$ cat src/rtl/ctrl_pkg.sv
// Shared opcode values, instruction field positions, FSM encoding and strobe bundle
// for the control sequencer and its decoder.
package ctrl_pkg;

   // Opcodes, instruction bits [31:28]
   localparam logic [3:0] OpNop   = 4'h0;
   localparam logic [3:0] OpAdd   = 4'h1;
   localparam logic [3:0] OpSub   = 4'h2;
   localparam logic [3:0] OpLdi   = 4'h3;
   localparam logic [3:0] OpStm   = 4'h4;
   localparam logic [3:0] OpCmp   = 4'h5;
   localparam logic [3:0] OpClrst = 4'h6;
   localparam logic [3:0] OpBr    = 4'h7;
   localparam logic [3:0] OpJmp   = 4'h8;
   localparam logic [3:0] OpHalt  = 4'hF;

   // Instruction field positions
   localparam int unsigned OpcMsb  = 31;
   localparam int unsigned OpcLsb  = 28;
   localparam int unsigned DestMsb = 27;
   localparam int unsigned DestLsb = 23;
   localparam int unsigned Src1Msb = 22;
   localparam int unsigned Src1Lsb = 18;
   localparam int unsigned Src2Msb = 17;
   localparam int unsigned Src2Lsb = 13;
   localparam int unsigned EqcBit  = 12;
   localparam int unsigned LtcBit  = 11;
   localparam int unsigned TgtMsb  = 7;

   typedef enum logic [2:0] {
      StIdle,
      StFetch,
      StExec,
      StWb,
      StHalt
   } state_e;

   typedef struct packed {
      logic alu_sum;
      logic wb;
      logic mem_wb;
      logic imm_wb;
      logic eq_in;
      logic lt_in;
      logic reset_st;
      logic set_st;
   } strobe_t;

endpackage

$ cat src/rtl/instr_decode.sv
// Pure combinational instruction decode: strobes, register fields and control flags.
module instr_decode
   import ctrl_pkg::*;
(
   input  logic [31:0] ir,
   output strobe_t     strb,
   output logic [4:0]  dest,
   output logic [4:0]  source1,
   output logic [4:0]  source2,
   output logic [7:0]  target,
   output logic        needs_wb,
   output logic        is_branch,
   output logic        is_cond,
   output logic        is_halt,
   output logic        is_illegal
);

   // Bits [10:8] carry no meaning in any instruction.
   logic unused_bits;
   assign unused_bits = ^ir[10:8];

   assign target = ir[TgtMsb:0];

   // Decode opcode into strobes and flags; LDI remaps its 15-bit immediate onto the fields.
   always_comb begin
      strb       = '0;
      needs_wb   = 1'b0;
      is_branch  = 1'b0;
      is_cond    = 1'b0;
      is_halt    = 1'b0;
      is_illegal = 1'b0;
      dest       = ir[DestMsb:DestLsb];
      source1    = ir[Src1Msb:Src1Lsb];
      source2    = ir[Src2Msb:Src2Lsb];
      unique case (ir[OpcMsb:OpcLsb])
         OpNop: begin
         end
         OpAdd: begin
            strb.alu_sum = 1'b1;
            strb.wb      = 1'b1;
            needs_wb     = 1'b1;
         end
         OpSub: begin
            strb.wb  = 1'b1;
            needs_wb = 1'b1;
         end
         OpLdi: begin
            strb.imm_wb = 1'b1;
            source1     = ir[27:23];
            source2     = ir[22:18];
            dest        = ir[17:13];
         end
         OpStm: strb.mem_wb = 1'b1;
         OpCmp: begin
            strb.set_st = 1'b1;
            needs_wb    = 1'b1;
         end
         OpClrst: strb.reset_st = 1'b1;
         OpBr: begin
            strb.eq_in = ir[EqcBit];
            strb.lt_in = ir[LtcBit];
            is_branch  = 1'b1;
            is_cond    = 1'b1;
         end
         OpJmp:  is_branch = 1'b1;
         OpHalt: is_halt   = 1'b1;
         default: is_illegal = 1'b1;
      endcase
   end

endmodule

$ cat src/rtl/control_sequencer.sv
// Fetch/execute/writeback sequencer: owns pc, ir and the FSM; all outputs registered.
module control_sequencer
   import ctrl_pkg::*;
#(
   parameter int unsigned PC_W     = 8,
   parameter int unsigned RESET_PC = 0
) (
   input  logic            clk,
   input  logic            rst,
   input  logic            start,
   output logic [PC_W-1:0] imem_addr,
   output logic            imem_req,
   input  logic [31:0]     imem_data,
   input  logic            imem_valid,
   input  logic            st_match,
   output logic            alu_sum,
   output logic            wb,
   output logic            mem_wb,
   output logic            imm_wb,
   output logic            eq_in,
   output logic            lt_in,
   output logic            reset_st,
   output logic            set_st,
   output logic [4:0]      dest,
   output logic [4:0]      source1,
   output logic [4:0]      source2,
   output logic [PC_W-1:0] pc,
   output logic            busy,
   output logic            halted,
   output logic            illegal
);

   state_e      state;
   logic [31:0] ir;
   strobe_t     strb_q;

   // Decoder sees the incoming word on the accepting FETCH cycle so outputs can be
   // registered into EXEC; during EXEC it sees ir itself.
   logic [31:0] dec_in;
   strobe_t     dec_strb;
   logic [4:0]  dec_dest, dec_src1, dec_src2;
   logic [7:0]  dec_target;
   logic        dec_needs_wb, dec_branch, dec_cond, dec_halt, dec_illegal;
   logic        taken;

   assign dec_in = (state == StFetch && imem_valid) ? imem_data : ir;

   instr_decode u_decode (
      .ir         (dec_in),
      .strb       (dec_strb),
      .dest       (dec_dest),
      .source1    (dec_src1),
      .source2    (dec_src2),
      .target     (dec_target),
      .needs_wb   (dec_needs_wb),
      .is_branch  (dec_branch),
      .is_cond    (dec_cond),
      .is_halt    (dec_halt),
      .is_illegal (dec_illegal)
   );

   assign taken     = dec_branch && (!dec_cond || st_match);
   assign imem_addr = pc;

   assign alu_sum  = strb_q.alu_sum;
   assign wb       = strb_q.wb;
   assign mem_wb   = strb_q.mem_wb;
   assign imm_wb   = strb_q.imm_wb;
   assign eq_in    = strb_q.eq_in;
   assign lt_in    = strb_q.lt_in;
   assign reset_st = strb_q.reset_st;
   assign set_st   = strb_q.set_st;

   // FSM, pc, ir and every registered output.
   always_ff @(posedge clk or posedge rst) begin
      if (rst) begin
         state    <= StIdle;
         pc       <= PC_W'(RESET_PC);
         ir       <= '0;
         strb_q   <= '0;
         dest     <= '0;
         source1  <= '0;
         source2  <= '0;
         imem_req <= 1'b0;
         busy     <= 1'b0;
         halted   <= 1'b0;
         illegal  <= 1'b0;
      end else begin
         unique case (state)
            StIdle: begin
               if (start) begin
                  state    <= StFetch;
                  imem_req <= 1'b1;
                  busy     <= 1'b1;
               end
            end
            StFetch: begin
               if (imem_valid) begin
                  ir       <= imem_data;
                  state    <= StExec;
                  imem_req <= 1'b0;
                  strb_q   <= dec_strb;
                  dest     <= dec_dest;
                  source1  <= dec_src1;
                  source2  <= dec_src2;
               end
            end
            StExec: begin
               strb_q  <= '0;
               illegal <= illegal | dec_illegal;
               pc      <= taken ? PC_W'(dec_target) : pc + PC_W'(1);
               if (dec_needs_wb) begin
                  state <= StWb;
               end else begin
                  dest    <= '0;
                  source1 <= '0;
                  source2 <= '0;
                  if (dec_halt) begin
                     state  <= StHalt;
                     busy   <= 1'b0;
                     halted <= 1'b1;
                  end else begin
                     state    <= StFetch;
                     imem_req <= 1'b1;
                  end
               end
            end
            StWb: begin
               dest     <= '0;
               source1  <= '0;
               source2  <= '0;
               state    <= StFetch;
               imem_req <= 1'b1;
            end
            StHalt: state <= StHalt;
            default: state <= StIdle;
         endcase
      end
   end

endmodule

$ cat config.mk
export PLATFORM = sky130hd
export DESIGN_NAME = control_sequencer
export DESIGN_NICKNAME = d
export VERILOG_FILES = /design/src/rtl/ctrl_pkg.sv /design/src/rtl/instr_decode.sv /design/src/rtl/control_sequencer.sv
export SDC_FILE = /design/constraint.sdc
export NUM_CORES = 1
export LEC_CHECK = 0
export ABC_CLOCK_PERIOD_IN_PS = 3600
export BUFFER_PORTS_ARGS = -buffer_cell sky130_fd_sc_hd__buf_2
export CORE_ASPECT_RATIO = 0.75
export CORE_MARGIN = 5
export CORE_UTILIZATION = 54
export CTS_BUF_LIST = sky130_fd_sc_hd__clkbuf_16
export DETAILED_ROUTE_END_ITERATION = 8
export PLACE_DENSITY = 0.8
export SKIP_CTS_REPAIR_TIMING = 1
export SLEW_MARGIN = 5
export SYNTH_ARGS = -nofsm -noshare
export SYNTH_HDL_FRONTEND = slang
export SYNTH_HIERARCHICAL = 1
export SYNTH_SLANG_ARGS = --single-unit
export TNS_END_PERCENT = 1
$ cat constraint.sdc
create_clock -name clk -period 3.6 [get_ports clk]
set_input_delay 0.54 -clock clk [delete_from_list [all_inputs] [get_ports clk]]
set_output_delay 0.54 -clock clk [all_outputs]
set_load 0.02 [all_outputs]
After elaboration in Yosys (flattened, before gate mapping) --
Cells that the tools add are included.
Word-level totals: output and inout port bits 43, register bits after elaboration 70, input bits 37
Operators by class: bitwise operators 2, muxes and demuxes 39, $add $sub $neg 1, reductions and logical operators 21, equal/unequal tests 18
Operators by type and width (count):
- $pmux 5 s3 | 3
- $mux 5 | 7
- $mux 32 | 1
- $mux 1 | 17
- $eq 4x3->1 const B | 4
- $mux 8 | 2
- $pmux 8 s2 | 1
- $pmux 3 s5 | 1
- $mux 3 | 4
- $ne 2x2->1 const B | 5
- $reduce_or 10->1 | 1
- $add 8x1->8 const B | 1
- $eq 4x2->1 const B | 2
- $eq 4x4->1 const B | 2
- $eq 3x2->1 const B | 2
- $reduce_and 2->1 | 3
- $reduce_and 3->1 | 2
- $reduce_and 5->1 | 1
- $eq 4x1->1 const B | 1
- $logic_not 4->1 | 1
- $pmux 1 s4 | 1
- $reduce_and 4->1 | 1
- $reduce_bool 2->1 | 2
- $reduce_bool 4->1 | 1
- 13 further kinds | 15

Longest topological paths before layout --
depth after elaboration 9, depth in mapped cells 13

Cells and area by module --
Netlist, hierarchy kept.
By module, submodules not included:
- control_sequencer | cells each 236, seq. area each 1751.7 sq um, area an instance 3086.7 sq um, instances 1
- instr_decode | cells each 48, seq. area each 0.0 sq um, area an instance 445.4 sq um, instances 1

Worst setup path after synthesis --
OpenSTA, ideal clock, no wires.
kind input to register, from input imem_valid, to register source2[2], data arrival time 3.048 ns, slack 0.424 ns, required time 3.473 ns, stages on the path 12, cells stage by stage nand2_4 -> nor3_4 -> buf_6 -> mux2_2 -> clkbuf_1 -> or3b_2 -> a21oi_1 -> inv_1 -> o21ai_2 -> a21oi_4 -> buf_6 -> mux2_1
On the way: word-level cells in the longest chain between the ends 7, elaborated cells on any way between the ends 14, those cells by class eq/ne: 6; mux: 5; reduce/logical: 3
RTL lines:
- start: declaration | RTL line control_sequencer.sv:14 | input logic imem_valid,
- $logic_and 1x1->1 * | RTL line control_sequencer.sv:46 | assign dec_in = (state == StFetch && imem_valid) ? imem_data : ir;
- $mux 32 * | RTL line control_sequencer.sv:46
- net dec_in[28] | RTL line control_sequencer.sv:39 | logic [31:0] dec_in;
- $eq 4x1->1 (tied with other cells) | RTL line instr_decode.sv:35 | unique case (ir[OpcMsb:OpcLsb])
- $reduce_or 3->1 (no line) *
- $mux 1 * | RTL line instr_decode.sv:35
- net dec_needs_wb | RTL line control_sequencer.sv:43 | logic dec_needs_wb, dec_branch, dec_cond, dec_halt, dec_illegal;
- $ne 2x2->1 (no line) *
- $reduce_and 3->1 (no line) *
- end signal: assignment | RTL line control_sequencer.sv:105 | source2 <= dec_src2;
- end: declaration | RTL line control_sequencer.sv:26 | output logic [4:0] source2,
Mark *: on every way through the listed nets, which the timed path passes. The rest lies on a longest branch. The select of a mux whose other input is x is not followed. A chain may end at the register's enable or synchronous reset.

Worst setup path in the final report --
from register state[0], to register source2[2]
On the way: word-level cells in the longest chain between the ends 8, elaborated cells on any way between the ends 18, those cells by class eq/ne: 9; mux: 5; reduce/logical: 4
RTL lines:
- start: declaration | RTL line control_sequencer.sv:33 | state_e state;
- start signal: assignment | RTL line control_sequencer.sv:77 | state <= StIdle;
- start signal: assignment | RTL line control_sequencer.sv:92 | state <= StFetch;
- start signal: assignment | RTL line control_sequencer.sv:100 | state <= StExec;
- $eq 3x1->1 * | RTL line control_sequencer.sv:46
- $logic_and 1x1->1 * | RTL line control_sequencer.sv:46
- $mux 32 * | RTL line control_sequencer.sv:46
- net dec_in[30] | RTL line control_sequencer.sv:39
- $eq 4x1->1 (tied with other cells) | RTL line instr_decode.sv:35
- $reduce_or 3->1 (no line) *
- $mux 1 * | RTL line instr_decode.sv:35
- net dec_needs_wb | RTL line control_sequencer.sv:43
- $ne 2x2->1 (no line) *
- $reduce_and 3->1 (no line) *
Marks and branches as above.

==> impl_results.md <==
* Gpl congestion at between 0.7 and 0.8
* Clock power frac at 20.5%
* Post-DP HPWL at just under 5 mm
* Worst-path clk slew at ~0.06 ns
* WP data arrival at between 3 and 4 ns
* Design area at 0.00400 mm²
* Comb power frac at about 48%
* Antenna Violating Nets Remaining at 0
* Area grow syn2layout at 16.7%
* Worst path max stage delay at ~0.55 ns
* Fmax at between 0.3 and 0.4 GHz
* Synth Cell Area at 0.00342 mm²
* RR Startpoint: state[0]
* CP Capture Type: flop
* Max IR drop VDD at ~0.41 mV
* Mapped Cells at 278
* Sequential group share of total power at 31.8%
* Net Sw Frac at a little under two fifths
* Final setup fails at 0
* Fin. Hold Viols at 0
* Final Core Density at between 60% and 70%
* Die Y-Extent at between 70 and 80 µm
* Syn_area_per_cell at roughly 12 µm²
* Area after DPL at 0.00371 mm²
* Fraction of layout cells with a size suffix above 1 at between 40% and 50%
* Wirelength per Cell at between 15 and 20 µm
* Outcome: complete, no violations
* Clk root buf: clkbuf_16
* Routed wire length at approximately 7.2 mm
* Critical Path, Cell by Cell: nand2_4 > nor3_4 > mux2_2 > or3b_2 > a21oi_1 > inv_1 > o21ai_2 > a21oi_4 > mux2_1
* Count of yosys warnings during synthesis at 6
* Final WS setup at roughly 0.42 ns
* Die ar. at about 0.0080 mm²
* WS Path Type: flop to flop
* Initial antenna violation count at 0
* Initial DRC count at about 110
* Router iterations before antenna repair at 4
* IO Port Bufs at 76
* Number of antenna repair diodes at 0
* Worst-Margin Slew at 0.829 ns
* Sw Pwr at between 0.0015 and 0.002 W
* First-pass GRT wire length at approximately 12 mm
* Vias in the first global route at 2378
* Die width at between 100 and 150 µm
* Io pins at 80
* Worst-Skew Late Latency at about 0.32 ns
* HP Class: input pin to async pin
* Static leakage power at 1.90 nW
* CTS tree: done
* Clk_skew at around 0.0064 ns
* Num rows at 25
* Min cycle time layout at about 3.2 ns
* Starting Density at 55.0%
* Slew HR at between 40% and 50%
* Nets@finish at 378
* Crit path required time at ~3.8 ns
* Num Clock Sinks at 67
* Final Cycle Share at between 80 and 90%
* CP Launch Type: flop
* TritonCTS Buffers at 9
* Net count after synthesis at ~320
* Remaining global-route overflow at 0
* Via density at about 5.4
* Max-cap violation count at 0
* Via count at 2305
* Final Max Slew Viols at 0
* Pwr/cell area at between 1000 and 1500 mW/mm²
* DRC Markers at 0
* Top delay family on crit path: simple AND/OR/NAND/NOR gates
* Max stage delay cell, worst path: dfrtp_1
* Largest net degree at the start of global routing at 41
* Setup WS pre-CTS at between 0.3 and 0.4 ns
* GRT Resource Usage Total at about a fifth
* RSZ-0062 raised after global routing: false
* Crit path max fanout at 15
* Int Pwr at about 0.0025 W
* H-tree depth at 3
* Clock buffer depth at 2
* Critical path startpoint: state[0]
* Sum of negative setup slack at 0 ns
* Worst path bufs/invs at 1
* Core Region at approximately 0.0062 mm²
-- power by group through the flow --
stage          clock network [W]  registers, W  logic [W]
6_report                0.000836       0.00130    0.00194
5_1_grt                 0.000891       0.00134    0.00210
4_1_cts                 0.000851       0.00130    0.00195
3_5_place_dp                   0       0.00131    0.00193
3_3_place_gp                   0       0.00128    0.00188
2_1_floorplan                  0       0.00147    0.00145
-- state kept, by name, indices dropped and copies added, names as in the netlist, 3 cells and up --
register,cells
ir,29
imem_addr,8
dest,5
source1,5
source2,5
state,3
-- metal layers --
layer	vias to the layer above	GRT usage [%]	wire length, µm
met5	-	0	0
met4	0	7.21	103
met3	12	5.71	385
met2	70	29.6	3460
met1	1138	25.1	3220
li1	1085	-	-
-- metrics by stage --
stage          total power, W  instances  hold slack (ns)
2_1_floorplan         0.00291        278            0.466
3_3_place_gp          0.00317        410            0.440
3_5_place_dp          0.00324        410            0.451
4_1_cts               0.00410        426            0.411
5_1_grt               0.00433        426            0.456
6_report              0.00407        426            0.385
-- layout by cell type, fill, tap and decap left out, types with 3 or more instances in the layout --
cell type,count
inv_1,8
and4_1,3
nand2b_1,3
mux2_4,9
nand3_1,4
mux2_2,48
mux2i_1,4
nor3_1,6
a2bb2oi_1,3
and2_1,3
a22o_1,8
nor2b_1,16
nand2_1,6
a21oi_1,9
clkinv_2,3
nor2_1,12
clkbuf_16,9
dfrtp_1,67
buf_4,7
buf_2,76
-- final timing paths --
path / end / slack, ns / cells after the start
hold reg to reg: halted / 0.46 / 1
hold / removal: alu_sum / 0.38 / 2
min in group clk: halted / 0.46 / 1
setup reg to reg: source2[2] / 0.42 / 9
max in group asynchronous: ir[4] / 2.32 / 3
setup / recovery: source2[2] / 0.42 / 9
-- cell type report --
class | instances | area, µm²
Inverter | 8 | 30.0
Clock buffer | 9 | 225
Timing Repair Buffer | 83 | 433
Sequential cell | 67 | 1680
Tap cell | 81 | 101
Fill cell | 500 | 2230
Multi-Input combinational cell | 171 | 1470
Clock inverter | 7 | 60.1
(Power assumes the default switching activity.)
